$ cat config.mk
export PLATFORM = sky130hd
export DESIGN_NAME = video_capture_rx
export DESIGN_NICKNAME = d
export VERILOG_FILES = /design/src/rtl/video_capture_rx.sv
export SDC_FILE = /design/constraint.sdc
export NUM_CORES = 1
export LEC_CHECK = 0
export ABC_CLOCK_PERIOD_IN_PS = 4500
export CORE_MARGIN = 8
export CORE_UTILIZATION = 60
export CTS_CLUSTER_SIZE = 12
export DETAILED_ROUTE_END_ITERATION = 8
export PLACE_DENSITY = 0.79
export SYNTH_ARGS = -nofsm -noshare
export SYNTH_HDL_FRONTEND = slang
export SYNTH_SLANG_ARGS = --single-unit
$ cat constraint.sdc
create_clock -name clk -period 4.5 [get_ports clk]
set_input_delay 1.35 -clock clk [delete_from_list [all_inputs] [get_ports clk]]
set_output_delay 1.35 -clock clk [all_outputs]
set_load 0.02 [all_outputs]
$ cat src/rtl/video_capture_rx.sv
// video_capture_rx: rebuilds a 1-bit-per-pixel frame from the SoC videoSync/videoPixel pair as byte writes.
// Latency: inputs registered once; a byte's write strobe follows its 8th pixel sample by one cycle.
// Backpressure: none; the capture RAM must take every strobe. enable=0 drops to IDLE with no writes.
//
// Ports:
//   clk, reset_n        system clock, asynchronous active-low reset
//   enable              1 = capture; 0 = return to IDLE, drop partial byte, clear locked
//   videoSync           sync from the SoC (active high, same clock domain)
//   videoPixel          pixel from the SoC (1 = lit)
//   wr_en/addr/data     one-cycle byte write: addr = line*(H_PIXELS/8) + byte, first pixel in bit 7
//   frame_done          pulse: vsync after exactly V_LINES complete lines
//   frame_err           pulse: vsync after a short or aborted frame
//   locked              set by a vsync that starts capture or closes a good frame, cleared by frame_err/!enable

module video_capture_rx #(
  parameter int H_PIXELS    = 64,
  parameter int V_LINES     = 64,
  parameter int PIX_DIV     = 4,
  parameter int H_BACKPORCH = 16,
  parameter int V_BACKPORCH = 8,
  parameter int HSYNC_MIN   = 8,
  parameter int VSYNC_MIN   = 256,
  parameter int ADDR_W      = 9
) (
  input  logic              clk,
  input  logic              reset_n,
  input  logic              enable,
  input  logic              videoSync,
  input  logic              videoPixel,
  output logic              wr_en,
  output logic [ADDR_W-1:0] wr_addr,
  output logic [7:0]        wr_data,
  output logic              frame_done,
  output logic              frame_err,
  output logic              locked
);

  localparam int WCNT_W = $clog2(VSYNC_MIN + 1);
  localparam int LINE_W = $clog2(V_LINES + 1);
  localparam int SKIP_W = $clog2(V_BACKPORCH + 2);
  localparam int HCNT_W = $clog2(H_BACKPORCH + 1);
  localparam int PIX_W  = $clog2(H_PIXELS + 1);
  localparam int PH_W   = $clog2(PIX_DIV);

  localparam logic [WCNT_W-1:0] HS_MIN_L = WCNT_W'(HSYNC_MIN);
  localparam logic [WCNT_W-1:0] VS_MIN_L = WCNT_W'(VSYNC_MIN);
  localparam logic [LINE_W-1:0] LINES_L  = LINE_W'(V_LINES);
  localparam logic [SKIP_W-1:0] SKIP_L   = SKIP_W'(V_BACKPORCH);
  localparam logic [PIX_W-1:0]  PIX_LAST = PIX_W'(H_PIXELS - 1);
  localparam logic [PH_W-1:0]   PH_LAST  = PH_W'(PIX_DIV - 1);
  localparam logic [PH_W-1:0]   PH_MID   = PH_W'(PIX_DIV / 2);
  localparam logic [ADDR_W-1:0] BPL_A    = ADDR_W'(H_PIXELS / 8);
  // The hsync event reaches the FSM two cycles after the release seen at the pins
  // (input register + release-edge classification), and HBP->ACTIVE adds one more,
  // so HBP is shortened by three to line phase 0 up with the first pixel cell.
  localparam logic [HCNT_W-1:0] HBP_LAST = HCNT_W'(H_BACKPORCH - 3);

  typedef enum logic [2:0] {
    S_IDLE,
    S_VBP,
    S_HWAIT,
    S_HBP,
    S_ACTIVE
  } state_t;

  state_t state, state_n;

  logic              sync_q, pix_q;
  logic [WCNT_W-1:0] wcnt;
  logic              hs_evt, vs_evt;

  logic [LINE_W-1:0] line, line_n;
  logic [SKIP_W-1:0] skip, skip_n;
  logic [HCNT_W-1:0] hcnt, hcnt_n;
  logic [PH_W-1:0]   phase, phase_n;
  logic [PIX_W-1:0]  pcnt, pcnt_n;
  logic [6:0]        sh, sh_n;

  logic              wr_en_n, done_n, err_n, locked_n, frame_chk;
  logic [ADDR_W-1:0] wr_addr_n, line_base;
  logic [7:0]        wr_data_n;

  assign line_base = ADDR_W'(line) * BPL_A;

  // Input register: one cycle of latency on both video inputs.
  always_ff @(posedge clk or negedge reset_n) begin
    if (!reset_n) begin
      sync_q <= 1'b0;
      pix_q  <= 1'b0;
    end else begin
      sync_q <= videoSync;
      pix_q  <= videoPixel;
    end
  end

  // Sync width classifier: counts asserted cycles (saturating), classifies on release.
  always_ff @(posedge clk or negedge reset_n) begin
    if (!reset_n) begin
      wcnt   <= '0;
      hs_evt <= 1'b0;
      vs_evt <= 1'b0;
    end else if (!enable) begin
      wcnt   <= '0;
      hs_evt <= 1'b0;
      vs_evt <= 1'b0;
    end else begin
      hs_evt <= 1'b0;
      vs_evt <= 1'b0;
      if (sync_q) begin
        if (wcnt != VS_MIN_L) wcnt <= wcnt + 1'b1;
      end else if (wcnt != '0) begin
        vs_evt <= (wcnt >= VS_MIN_L);
        hs_evt <= (wcnt >= HS_MIN_L) && (wcnt < VS_MIN_L);
        wcnt   <= '0;
      end
    end
  end

  // FSM state and datapath registers.
  always_ff @(posedge clk or negedge reset_n) begin
    if (!reset_n) begin
      state      <= S_IDLE;
      line       <= '0;
      skip       <= '0;
      hcnt       <= '0;
      phase      <= '0;
      pcnt       <= '0;
      sh         <= '0;
      wr_en      <= 1'b0;
      wr_addr    <= '0;
      wr_data    <= '0;
      frame_done <= 1'b0;
      frame_err  <= 1'b0;
      locked     <= 1'b0;
    end else begin
      state      <= state_n;
      line       <= line_n;
      skip       <= skip_n;
      hcnt       <= hcnt_n;
      phase      <= phase_n;
      pcnt       <= pcnt_n;
      sh         <= sh_n;
      wr_en      <= wr_en_n;
      wr_addr    <= wr_addr_n;
      wr_data    <= wr_data_n;
      frame_done <= done_n;
      frame_err  <= err_n;
      locked     <= locked_n;
    end
  end

  // Next-state and output logic.
  always_comb begin
    state_n   = state;
    line_n    = line;
    skip_n    = skip;
    hcnt_n    = hcnt;
    phase_n   = phase;
    pcnt_n    = pcnt;
    sh_n      = sh;
    wr_en_n   = 1'b0;
    wr_addr_n = wr_addr;
    wr_data_n = wr_data;
    done_n    = 1'b0;
    err_n     = 1'b0;
    locked_n  = locked;
    frame_chk = 1'b0;

    case (state)
      S_IDLE: begin
        if (vs_evt) begin
          state_n  = S_VBP;
          line_n   = '0;
          skip_n   = '0;
          locked_n = 1'b1;
        end
      end
      S_VBP: begin
        if (vs_evt)                frame_chk = 1'b1;
        else if (skip == SKIP_L)   state_n   = S_HWAIT;
        else if (hs_evt)           skip_n    = skip + 1'b1;
      end
      S_HWAIT: begin
        if (vs_evt) begin
          frame_chk = 1'b1;
        end else if (hs_evt && (line < LINES_L)) begin
          state_n = S_HBP;
          hcnt_n  = '0;
        end
      end
      S_HBP: begin
        if (vs_evt) begin
          frame_chk = 1'b1;
        end else if (hcnt == HBP_LAST) begin
          state_n = S_ACTIVE;
          phase_n = '0;
          pcnt_n  = '0;
        end else begin
          hcnt_n = hcnt + 1'b1;
        end
      end
      S_ACTIVE: begin
        if (vs_evt) begin
          frame_chk = 1'b1;
        end else if (sync_q) begin
          // Sync arriving mid-line aborts it: the partial byte is simply never
          // written and the line counter is left alone so the line is retaken.
          state_n = S_HWAIT;
        end else begin
          phase_n = (phase == PH_LAST) ? '0 : phase + 1'b1;
          if (phase == PH_MID) begin
            sh_n   = {sh[5:0], pix_q};
            pcnt_n = pcnt + 1'b1;
            if (pcnt[2:0] == 3'd7) begin
              wr_en_n   = 1'b1;
              wr_addr_n = line_base + ADDR_W'(pcnt >> 3);
              wr_data_n = {sh, pix_q};
            end
            if (pcnt == PIX_LAST) begin
              line_n  = line + 1'b1;
              state_n = S_HWAIT;
            end
          end
        end
      end
      default: state_n = S_IDLE;
    endcase

    // A vsync inside a frame closes it and immediately opens the next one.
    if (frame_chk) begin
      if (line == LINES_L) begin
        done_n   = 1'b1;
        locked_n = 1'b1;
      end else begin
        err_n    = 1'b1;
        locked_n = 1'b0;
      end
      state_n = S_VBP;
      line_n  = '0;
      skip_n  = '0;
    end

    if (!enable) begin
      state_n  = S_IDLE;
      locked_n = 1'b0;
      wr_en_n  = 1'b0;
      done_n   = 1'b0;
      err_n    = 1'b0;
    end
  end

endmodule
==> reports/metrics.cfg <==
[cts]
worstSkewPairLatency_ns = 0.34
cts_made_buffers = 9
cts_tree = done
cts_buffer_depth = 2
htree_num_levels = 3
ctsHoldBuffers = 0
cts_setup_buffers = 0
cts.sinks = 69
ctsResizeCount = 0
cts-root-buf = clkbuf_8
clk_pin_slew_ns = 0.08

[floorplan]
ios = 26
rows = 28
die_h_um = 92.4
core_um2 = 5780
die_w_um = 92.4
start_util = 0.606
die_area_um2 = 8550

[critical_path]
r2r_slack_ns = 2.19
cp_max_fo = 12
rr_worst_depth = 3
criticalPathCategory = in2reg
r2r-end = wr_addr[3]
end_kind = register
regToRegStartpoint = state[0]
required_ns = 4.73
start_kind = input port
critPathArrivalTime_ns = 3.13

[hold_path]
min_from = pix_q
hold_path_class = reg2reg
hold_depth = 2
hold_end = sh[0]

[route]
drt_first_pass_iters = 4
route.detailed.drc = 0
vias_per_cell = 5.98
routed-via-count = 2662
drtIter0Drc = 167
drtAntennaViolNets = 0
wl_per_cell_um = 15.7
route.final.wire_length_um = 6980

[place]
gp_congestion = 0.792
io_buffers = 25
dp_hpwl_um = 4830
dpl_cell_area_um2 = 3780
pre_cts_ws_ns = 1.27

[yosys]
synth-edff-count = 0
synth.cell_area_um2 = 3510
yosys_register_bits = 69
synthesis.area_per_instance_um2 = 10.2
synth_common_cells = 69 x dfrtp_1, 46 x nand2_1, 22 x nand3_1, 20 x nor2_1, 16 x mux2_2
synth_area_leader_cell = dfrtp_1
synth.area.top_cells = dfrtp_1 49%, mux2_2 5.1%, ha_1 5.0%
synth_fp_nets = 364
syn_inst = 345
synth_top_area_frac = 0.493
synth-warning-count = 0
ys_seq_area_frac = 0.493
synthFlopType = dfrtp_1
ys_types = 53
async_reset_ff_frac = 1.00
synth_most_common_cell = dfrtp_1

[timing]
final.setup_skew_ns = 0.0114
post-route-min-period_ns = 2.91
maxSlewViolCount = 0
fmax_mhz = 344
min_period_over_period = 0.646
slew_headroom = 0.229
setup-violations-final = 0
tightest_slew_ns = 1.14
setup_slack_ns = 1.59
rsz0062_at_grt = no
tns_ns = 0
hold_violations = 0

[finish]
nets = 384
diodes = 0
drive_gt1_frac = 0.105
area_delta_synth_final_pct = 14.1
stdcell_area_um2 = 4000

[power]
ir_drop_uv = 297
power_leakage_nw = 1.85
p_total_mw = 1.22
power.density_nw_per_um2 = 304

[run_status]
status = completed

[global_route]
grt_pass1_wl_um = 12600
grt_usage = 0.181
gr-total-overflow = 0
grt_pass1_vias = 2732
antenna_found_initial = 0
grt_max_degree = 41

[run]
drv_cap = 0

==> registers in the layout (all words and copies together), names as in the netlist, 3 cells and up <==
name,count
skip,4
wr_data,8
state,3
wr_addr,9
pcnt,7
hcnt,5
sh,7
wcnt,9
line,7
==> where the power goes <==
| group | switching (mW) | total [mW] | internal [mW] |
|---|---|---|---|
| combinational | 0.0215 | 0.0303 | 0.00884 |
| clock | 0.245 | 0.560 | 0.315 |
| sequential | 0.00422 | 0.626 | 0.622 |
==> layer usage <==
metal | track usage | vias up | part of all wire
met5 | 0 | - | 0
met4 | 0.0926 | 0 | 0.0097
met3 | 0.0396 | 4 | 0.044
met2 | 0.293 | 55 | 0.50
met1 | 0.223 | 1330 | 0.44
li1 | - | 1273 | -
==> how the worst max path moves through the flow <==
stage / cells after the start / from / to / slack [ns]
after floorplan: 4 / enable / wcnt[1] / 2.21
after global placement: 5 / enable / wcnt[1] / 1.34
after detailed placement: 5 / enable / wcnt[1] / 1.27
final: 5 / enable / wcnt[1] / 1.59
after global routing: 5 / enable / wcnt[1] / 1.49
after CTS: 5 / enable / wcnt[1] / 1.62
==> cell usage in the layout, fill, tap and decap left out, types with 4 or more instances in the layout <==
cell type | synthesis | layout
nand3_1 | 22 | 22
nor4b_1 | 4 | 4
nand2b_1 | 4 | 4
nand2_1 | 46 | 46
xor2_1 | 9 | 9
a21oi_1 | 9 | 9
nand4_1 | 6 | 6
nor2_1 | 20 | 20
xnor2_1 | 6 | 6
clkbuf_8 | 0 | 9
dfrtp_1 | 69 | 69
and3_1 | 9 | 9
inv_1 | 11 | 11
ha_1 | 14 | 14
or4_1 | 8 | 8
nand3b_1 | 4 | 4
nor2b_1 | 4 | 4
o31ai_1 | 4 | 4
o21ai_0 | 15 | 15
clkdlybuf4s50_1 | 0 | 24
mux2_2 | 16 | 16
==> kinds of logic after synthesis <==
group | synth area share
and+or+nand+nor | 0.224
DFF | 0.493
AOI/OAI and AO/OA | 0.104
buffers and inverters | 0.0346
muxes | 0.0571
xor gates and xnor gates | 0.0375
adders and majority gates | 0.0500
==> per-stage QoR <==
| step | util | hold slack, ns | std cells |
|---|---|---|---|
| after global routing | 0.692 | 0.516 | 445 |
| after CTS | 0.692 | 0.483 | 445 |
| after floorplan | - | 0.435 | 345 |
| after global placement | 0.653 | 0.459 | 429 |
| after detailed placement | 0.653 | 0.465 | 429 |
| final | 0.692 | 0.477 | 445 |
==> area by class of cell <==
cell class | instances | area (um^2)
clock buffer | 9 | 124
fill | 460 | 1780
multi-input combinational | 247 | 1660
inverter | 12 | 45.0
timing repair buffer | 26 | 253
sequential | 69 | 1730
clock inverter | 7 | 98.8
tap | 75 | 93.8
==> critical path: stages <==
cell and delay, ns:
clkdlybuf4s50_1 0.73, nor4b_1 0.49, nand3_1 0.18, mux2_2 0.31, o41ai_1 0.07
(Power assumes the default switching activity.)
